**config.mk**
```make
export PLATFORM = sky130hd
export DESIGN_NAME = turn_controller_flat
export DESIGN_NICKNAME = d
export VERILOG_FILES = /design/src/rtl/turn_controller_if.sv /design/src/rtl/turn_controller.sv /design/src/flat_wrapper.sv
export SDC_FILE = /design/constraint.sdc
export NUM_CORES = 1
export LEC_CHECK = 0
export CORE_ASPECT_RATIO = 1.4
export CORE_UTILIZATION = 45
export CTS_CLUSTER_SIZE = 30
export DETAILED_ROUTE_END_ITERATION = 6
export GPL_TIMING_DRIVEN = 0
export PLACE_DENSITY_LB_ADDON = 0.15
export SETUP_SLACK_MARGIN = 0.02
export SLEW_MARGIN = 10
export SYNTH_ARGS = -nofsm -noshare
export SYNTH_HDL_FRONTEND = slang
export SYNTH_SLANG_ARGS = --single-unit
```
**constraint.sdc**
```tcl
create_clock -name clk -period 6.8 [get_ports clk]
set_clock_uncertainty 0.15 [all_clocks]
set_input_delay 1.36 -clock clk [delete_from_list [all_inputs] [get_ports clk]]
set_output_delay 1.36 -clock clk [all_outputs]
set_load 0.05 [all_outputs]
```
**src/rtl/turn_controller_if.sv**
```systemverilog
// Connect-4 move sequencer bus: player request, board-RAM write, win-checker handshake and game status.
// The slave modport is the turn_controller side; the master modport is the surrounding system.
interface turn_controller_if;
    logic       new_game;
    logic       drop_req;
    logic [2:0] drop_col;
    logic       drop_ack;
    logic       drop_rej;
    logic       wr_en;
    logic [2:0] wr_row;
    logic [2:0] wr_col;
    logic [1:0] wr_color;
    logic       chk_start;
    logic       chk_done;
    logic       chk_win;
    logic       turn;
    logic       game_over;
    logic [1:0] winner;
    logic       timeout;

    modport slave (
        input  new_game, drop_req, drop_col, chk_done, chk_win,
        output drop_ack, drop_rej, wr_en, wr_row, wr_col, wr_color,
        output chk_start, turn, game_over, winner, timeout
    );

    modport master (
        output new_game, drop_req, drop_col, chk_done, chk_win,
        input  drop_ack, drop_rej, wr_en, wr_row, wr_col, wr_color,
        input  chk_start, turn, game_over, winner, timeout
    );
endinterface

```
**src/rtl/turn_controller.sv**
```systemverilog
// Connect-4 turn sequencer: validates a column request, writes the board, runs the win check, advances the turn.
// Optional idle-turn forfeit counter is enabled by defining TURN_TIMEOUT_EN.
module turn_controller #(
    parameter int COLS           = 7,
    parameter int ROWS           = 6,
    parameter int TIMEOUT_CYCLES = 50_000_000
) (
    input logic               clk,
    input logic               reset,
    turn_controller_if.slave  bus
);
    typedef enum logic [2:0] {
        S_IDLE, S_VALIDATE, S_WRITE, S_CHECK, S_NEXT, S_OVER
    } state_t;

    localparam int              MW        = $clog2(COLS * ROWS + 1);
    localparam logic [MW-1:0]   MOVES_MAX = MW'(COLS * ROWS);
    localparam logic [2:0]      ROWS_H    = 3'(ROWS);
    localparam logic [3:0]      COLS_C    = 4'(COLS);

    state_t          r_state, w_next;
    logic            r_drop_prev;
    logic [2:0]      r_col;
    logic [2:0]      r_height [COLS];
    logic [MW-1:0]   r_moves;
    logic            r_turn;
    logic            r_chk_entry;
    logic [2:0]      r_wr_row, r_wr_col;
    logic [1:0]      r_wr_color, r_winner;
    logic            w_rise, w_col_ok, w_col_full, w_over;
    logic            w_wr, w_rej, w_chk_start, w_timeout;

    assign w_rise     = bus.drop_req & ~r_drop_prev;
    assign w_col_ok   = ({1'b0, r_col} < COLS_C);
    assign w_col_full = w_col_ok && (r_height[r_col] == ROWS_H);
    assign w_over     = bus.chk_win || (r_moves == MOVES_MAX);

    always_ff @(posedge clk or negedge reset) begin
        if (!reset) r_state <= S_IDLE;
        else        r_state <= w_next;
    end

    // NOTE: every signal driven here gets a default first, so no path can infer a latch.
    always_comb begin
        w_next      = r_state;
        w_wr        = 1'b0;
        w_rej       = 1'b0;
        w_chk_start = 1'b0;
        if (bus.new_game) begin
            w_next = S_IDLE;
        end else begin
            case (r_state)
                S_IDLE:     if (w_rise) w_next = S_VALIDATE;
                S_VALIDATE: begin
                    if (!w_col_ok || w_col_full) begin
                        w_rej  = 1'b1;
                        w_next = S_IDLE;
                    end else begin
                        w_next = S_WRITE;
                    end
                end
                S_WRITE: begin
                    w_wr   = 1'b1;
                    w_next = S_CHECK;
                end
                S_CHECK: begin
                    w_chk_start = r_chk_entry;
                    if (bus.chk_done) w_next = w_over ? S_OVER : S_NEXT;
                end
                S_NEXT:     w_next = S_IDLE;
                S_OVER:     w_next = S_OVER;
                default:    w_next = S_IDLE;
            endcase
        end
    end

    // NOTE: the height table is a handful of flops, not RAM, so it is cleared by reset like any state.
    always_ff @(posedge clk or negedge reset) begin
        if (!reset) begin
            r_drop_prev <= 1'b0;
            r_col       <= '0;
            r_moves     <= '0;
            r_turn      <= 1'b0;
            r_chk_entry <= 1'b0;
            r_wr_row    <= '0;
            r_wr_col    <= '0;
            r_wr_color  <= '0;
            r_winner    <= '0;
            for (int i = 0; i < COLS; i++) r_height[i] <= '0;
        end else begin
            r_drop_prev <= bus.drop_req;
            r_chk_entry <= (r_state == S_WRITE) && !bus.new_game;
            if (bus.new_game) begin
                r_moves    <= '0;
                r_turn     <= 1'b0;
                r_wr_row   <= '0;
                r_wr_col   <= '0;
                r_wr_color <= '0;
                r_winner   <= '0;
                for (int i = 0; i < COLS; i++) r_height[i] <= '0;
            end else begin
                case (r_state)
                    S_IDLE: begin
                        if (w_rise)    r_col  <= bus.drop_col;
                        if (w_timeout) r_turn <= ~r_turn;
                    end
                    S_VALIDATE: if (w_next == S_WRITE) begin
                        r_wr_row   <= r_height[r_col];
                        r_wr_col   <= r_col;
                        r_wr_color <= {r_turn, ~r_turn};
                    end
                    S_WRITE: begin
                        r_height[r_col] <= r_height[r_col] + 3'd1;
                        r_moves         <= r_moves + 1'b1;
                    end
                    S_CHECK: if (bus.chk_done && w_over)
                        r_winner <= bus.chk_win ? r_wr_color : 2'b00;
                    S_NEXT:  r_turn <= ~r_turn;
                    default: ;
                endcase
            end
        end
    end

`ifdef TURN_TIMEOUT_EN
    localparam int            TW     = (TIMEOUT_CYCLES > 2) ? $clog2(TIMEOUT_CYCLES) : 1;
    localparam logic [TW-1:0] T_LAST = TW'(TIMEOUT_CYCLES - 1);
    logic [TW-1:0] r_idle_cnt;

    // A request arriving on the terminal count takes precedence over the forfeit.
    assign w_timeout = (r_state == S_IDLE) && !w_rise && !bus.new_game && (r_idle_cnt == T_LAST);

    always_ff @(posedge clk or negedge reset) begin
        if (!reset)
            r_idle_cnt <= '0;
        else if (bus.new_game || r_state != S_IDLE || w_rise || w_timeout)
            r_idle_cnt <= '0;
        else
            r_idle_cnt <= r_idle_cnt + 1'b1;
    end
`else
    logic w_unused_cfg;
    assign w_unused_cfg = ^TIMEOUT_CYCLES;
    assign w_timeout    = 1'b0;
`endif

    assign bus.drop_ack  = w_wr;
    assign bus.wr_en     = w_wr;
    assign bus.drop_rej  = w_rej;
    assign bus.chk_start = w_chk_start;
    assign bus.wr_row    = r_wr_row;
    assign bus.wr_col    = r_wr_col;
    assign bus.wr_color  = r_wr_color;
    assign bus.turn      = r_turn;
    assign bus.game_over = (r_state == S_OVER);
    assign bus.winner    = r_winner;
    assign bus.timeout   = w_timeout;
endmodule

```
**src/flat_wrapper.sv**
```systemverilog
// flat-port wrapper written by rule: the top's interface ports become plain ports
module turn_controller_flat 
#(
    parameter int COLS           = 7,
    parameter int ROWS           = 6,
    parameter int TIMEOUT_CYCLES = 50_000_000
)
  (clk, reset, bus_new_game, bus_drop_req, bus_drop_col, bus_chk_done, bus_chk_win, bus_drop_ack, bus_drop_rej, bus_wr_en, bus_wr_row, bus_wr_col, bus_wr_color, bus_chk_start, bus_turn, bus_game_over, bus_winner, bus_timeout);
  turn_controller_if bus_i ();
  input logic clk;
  input logic reset;
  input wire logic [$bits(bus_i.new_game)-1:0] bus_new_game;
  input wire logic [$bits(bus_i.drop_req)-1:0] bus_drop_req;
  input wire logic [$bits(bus_i.drop_col)-1:0] bus_drop_col;
  input wire logic [$bits(bus_i.chk_done)-1:0] bus_chk_done;
  input wire logic [$bits(bus_i.chk_win)-1:0] bus_chk_win;
  output wire logic [$bits(bus_i.drop_ack)-1:0] bus_drop_ack;
  output wire logic [$bits(bus_i.drop_rej)-1:0] bus_drop_rej;
  output wire logic [$bits(bus_i.wr_en)-1:0] bus_wr_en;
  output wire logic [$bits(bus_i.wr_row)-1:0] bus_wr_row;
  output wire logic [$bits(bus_i.wr_col)-1:0] bus_wr_col;
  output wire logic [$bits(bus_i.wr_color)-1:0] bus_wr_color;
  output wire logic [$bits(bus_i.chk_start)-1:0] bus_chk_start;
  output wire logic [$bits(bus_i.turn)-1:0] bus_turn;
  output wire logic [$bits(bus_i.game_over)-1:0] bus_game_over;
  output wire logic [$bits(bus_i.winner)-1:0] bus_winner;
  output wire logic [$bits(bus_i.timeout)-1:0] bus_timeout;
  assign bus_i.new_game = bus_new_game;
  assign bus_i.drop_req = bus_drop_req;
  assign bus_i.drop_col = bus_drop_col;
  assign bus_i.chk_done = bus_chk_done;
  assign bus_i.chk_win = bus_chk_win;
  assign bus_drop_ack = bus_i.drop_ack;
  assign bus_drop_rej = bus_i.drop_rej;
  assign bus_wr_en = bus_i.wr_en;
  assign bus_wr_row = bus_i.wr_row;
  assign bus_wr_col = bus_i.wr_col;
  assign bus_wr_color = bus_i.wr_color;
  assign bus_chk_start = bus_i.chk_start;
  assign bus_turn = bus_i.turn;
  assign bus_game_over = bus_i.game_over;
  assign bus_winner = bus_i.winner;
  assign bus_timeout = bus_i.timeout;
  turn_controller #(.COLS(COLS), .ROWS(ROWS), .TIMEOUT_CYCLES(TIMEOUT_CYCLES)) u_core (.clk(clk), .reset(reset), .bus(bus_i));
endmodule
```
# After elaboration in Yosys (flattened, before gate mapping)
# Index checks and enable logic that the tools add are counted.
[op_classes]
n_reduce_logical = 18
bitwise_logic = 5
eq_ne = 8
n_mux = 38
addsub = 2
magnitude_cmp = 3
[op_table]
columns = ["op", "count"]
rows = [
  ["$mux W21", 2],
  ["$mux W3", 12],
  ["$bwmux W21", 1],
  ["$mux W2", 8],
  ["$pmux W3 S5", 1],
  ["$mux W6", 2],
  ["$reduce_bool A2 Y1", 6],
  ["$mux W1", 10],
  ["$bmux W3 S3", 1],
  ["$demux W3 S3", 1],
  ["$eq A3 B2 Y1 const B", 3],
  ["$eq A3 B3 Y1 const B", 3],
  ["$add A6 B1 Y6 const B", 1],
  ["$eq A6 B6 Y1 const B", 1],
  ["$ge A4 B4 Y1 const B", 1],
  ["$logic_and A1 B1 Y1", 4],
  ["$lt A4 B1 Y1 const B", 1],
  ["$not A3 Y4", 1],
  ["$reduce_and A2 Y1", 2],
  ["$add A3 B1 Y3 const B", 1],
  ["$eq A3 B1 Y1 const B", 1],
  ["$logic_not A3 Y1", 1],
  ["$lt A3 B3 Y1 const B", 1],
  ["$not A1 Y1", 3],
  ["other kinds (4)", 6],
]
[totals]
elab_cells = 91
output_inout_bits = 17
input_bits = 9
regBits = 46

# Longest topological paths before layout
[logic_depth]
depth_word = 14
ltp_mapped = 9
depth_no_buf = 8

# Least setup slack after synthesis
# OpenSTA, ideal clock, no wires.
[synth_path]
path_kind = "input to output"
startpoint = "input bus_new_game"
endpoint = "output bus_wr_en"
n_path_buf = 3
required_time_ps = 5290
arrival_time_ps = 2813
stages = 4
path_slack_ps = 2477
path_cell_list = "clkbuf_1 buf_1 nor2_1 buf_4"
[synth_via]
elab_chain_len = 1
[synth_rtl]
columns = ["element", "line", "rtl"]
rows = [
  ["start, declared", "flat_wrapper.sv:12", "input wire logic [$bits(bus_i.new_game)-1:0] bus_new_game;"],
  ["$mux W1", "turn_controller.sv:49", "if (bus.new_game) begin"],
  ["end, declared", "flat_wrapper.sv:19", "output wire logic [$bits(bus_i.wr_en)-1:0] bus_wr_en;"],
]
# No other way between the ends.

# Final worst setup path
# Same ends and word-level chain as after synthesis.

==> results.txt <==
FF+latch count, synth = 46
cell mode on critical path = clkdlybuf4s50_1
Synth cell types = 52
PwrDens = 303 nW/µm²
H-Tree Depth = 2
syn avg cell area = 10.1 µm²
Hold Vio Cnt, Final = 0
RSZ-0062 raised after global routing = no
Setup CP Type = input pin to output pin
grt total ovfl = 0
R2R cell count = 8
Vias/cell = 5.54
number of flops mapped to enable cells by yosys = 0
Ports = 26
detailed-route via count = 1852
global-route wire length before repair = 9000 µm
f_max = 188 MHz
Final Max Tran Viols = 0
CTS tree = yes
die height = 88.1 µm
Clock Tree Buf Depth = 2
FF-to-FF End = u_core.bus.wr_row[1]$_DFFE_PN0P_
drt pass-1 iters = 4
most common cell after layout, fill and taps aside = dfrtp_1
final setup violating endpoints = 0
overall power = 0.000850 W
CP max-delay cell = clkdlybuf4s50_1
Final ANT Viol Nets = 0
peak supply drop = 0.000180 V
CP peak stage delay = 0.68 ns
post_cts resized = 0
I/O Buffers = 24
Worst-Margin Slew = 0.864 ns
setup TNS = 0 ns
ys async rst share = 100%
reg-to-reg startpoint = u_core.r_col[0]$_DFFE_PN0P_
run status = finished clean
CP endpoint = bus_wr_en
Syn Nets = 248
CP Launch Type = input pin
final wirelength = 5380 µm
CP Max Fanout = 10
# hold bufs at CTS = 0
CTS sink count = 46
Reg clk slew, reported paths = 0.09 ns
DR WL/cell = 16.1 µm
cts bufs inserted = 5
post-synthesis sequential area ratio = 48.3%
Crit path required time = 5.29 ns
FILL cells = 494
leak pwr = 1.19 nW
synthesized instance count = 235
Tcrit/Tclk final = 78.4%
Yosys Warn Count = 0
core area = 5120 µm²
initial DRC count = 96
Root Driver = clkbuf_8
slew margin rel. = 42.4%
reg2reg setup slack = 3.93 ns
Rows = 31
ys flop type = dfrtp_1
max cap viols = 0
post-route insts no fill = 334
Initial Util = 46.5%
initial antenna violation count = 0
Total GRT Usage = 21.2%
die area = 5590 µm²
Arr. time, crit path = 3.82 ns
Critical Path, Cell by Cell = clkdlybuf4s50_1, clkbuf_1, buf_1, nor2_1, buf_4, clkdlybuf4s50_1
Post CTS Setup Buffer Count = 0
Routability Congestion = 0.817
dpl cells = 326
DR DRC count = 0
largest net degree at the start of global routing = 27
share of cells above drive strength 1 = 12.7%
Die Width = 63.5 µm
nets = 280
fin crit period = 5.33 ns
Post-Synthesis Cell Area = 2380 µm²
vias in the first global route = 1797
CP endpoint kind = output pin
HP Class = register to register
clk_lat worst skew = 0.30 ns
crit path from = bus_new_game
area grow syn2layout = 18.0%
most frequent cells in the layout = dfrtp_1 (46), nor2_1 (38), clkdlybuf4s50_1 (23)
Antenna diodes = 0
Final HPWL DP = 3830 µm
Layout Utilization = 54.9%
==> how the worst min path moves through the flow <==
stage                                     startpoint                          endpoint  cells after the start
floorplan              u_core.r_moves[5]$_DFFE_PN0P_     u_core.r_moves[5]$_DFFE_PN0P_                      2
global placement       u_core.r_moves[5]$_DFFE_PN0P_     u_core.r_moves[5]$_DFFE_PN0P_                      2
detailed placement  u_core.bus.wr_col[2]$_DFFE_PN0P_  u_core.bus.wr_col[2]$_DFFE_PN0P_                      1
CTS                 u_core.bus.wr_col[2]$_DFFE_PN0P_  u_core.bus.wr_col[2]$_DFFE_PN0P_                      1
global route        u_core.bus.wr_col[2]$_DFFE_PN0P_  u_core.bus.wr_col[2]$_DFFE_PN0P_                      1
finish              u_core.bus.winner[0]$_DFFE_PN0P_  u_core.bus.winner[0]$_DFFE_PN0P_                      2
==> flip-flops by register name, indices dropped and copies added (netlist names) <==
signal and flops:
u_core.r_height 21, u_core.r_moves 6, u_core.bus.wr_col 3, u_core.bus.wr_row 3, u_core.r_col 3, u_core.r_state 3, u_core.bus.winner 2, u_core.bus.wr_color 2
u_core.bus.turn 1, u_core.r_chk_entry 1, u_core.r_drop_prev 1
==> area by class of cell <==
class / count / area [µm²] / area share, %
flip-flops and latches: 46 / 1150 / 41.0
well taps: 66 / 82.6 / 2.94
inverters: 9 / 33.8 / 1.20
repair buffers: 25 / 255 / 9.08
multi-input cells: 161 / 1090 / 38.9
plain buffers: 19 / 104 / 3.70
clock inverters: 1 / 5.00 / 0.178
clock buffers: 7 / 86.3 / 3.07
==> cell usage after synthesis (2+ instances only) <==
cell type | number | area (µm²)
o21ai_0 | 2 | 10.0
a211oi_1 | 16 | 120
clkbuf_1 | 8 | 30.0
and3_1 | 5 | 31.3
xor2_1 | 4 | 35.0
nor2_1 | 38 | 143
nor3_2 | 2 | 20.0
nand4_1 | 5 | 31.3
nand3b_1 | 2 | 15.0
nor2b_1 | 5 | 31.3
nand2_1 | 8 | 30.0
ha_1 | 4 | 50.1
mux2_2 | 7 | 78.8
buf_4 | 3 | 22.5
mux2i_1 | 5 | 50.1
a311oi_1 | 8 | 70.1
nor4_2 | 2 | 25.0
buf_6 | 2 | 22.5
a21boi_0 | 2 | 15.0
buf_2 | 5 | 25.0
dfrtp_1 | 46 | 1150
a32o_1 | 3 | 30.0
a21oi_1 | 8 | 40.0
a221oi_1 | 2 | 17.5
nand3_1 | 7 | 35.0
nor3b_1 | 2 | 15.0
inv_1 | 9 | 33.8
==> per-stage QoR <==
step	hold slack (ns)	worst slack, ns	area [µm²]
4_1_cts	0.393	1.44	2810
3_3_place_gp	0.373	1.40	2700
2_1_floorplan	0.355	2.48	2380
6_report	0.392	1.47	2810
3_5_place_dp	0.373	1.44	2720
5_1_grt	0.420	1.35	2810
==> worst max-delay path, delay by kind of cell <==
family	cells	cell delay, ns
and+or+nand+nor	1	0.15
buffers and inverters	5	2.30
==> per-layer routing <==
layer  track usage (%)  part of all wire, %
met1              27.1                   45
met2              34.8                   50
met3              4.17                  3.1
met4              9.50                  2.4
met5                 0                    0
==> power breakdown <==
group | switching, W | total [W] | leakage (nW) | internal, W
Sequential | 0.0000172 | 0.000319 | 0.629 | 0.000302
Clock | 0.0000922 | 0.000174 | 0.0482 | 0.0000822
Combinational | 0.000232 | 0.000357 | 0.509 | 0.000125
Total | 0.000342 | 0.000850 | 1.19 | 0.000509
==> cell families after synthesis <==
logic type	synth area share (%)
simple gates	18.8
compound gates	17.6
flops	48.3
buf+inv	5.78
mux	5.41
xor+xnor	1.84
fa+ha+maj	2.10
other cells	0.157
Power figures use the tool's default switching activity.
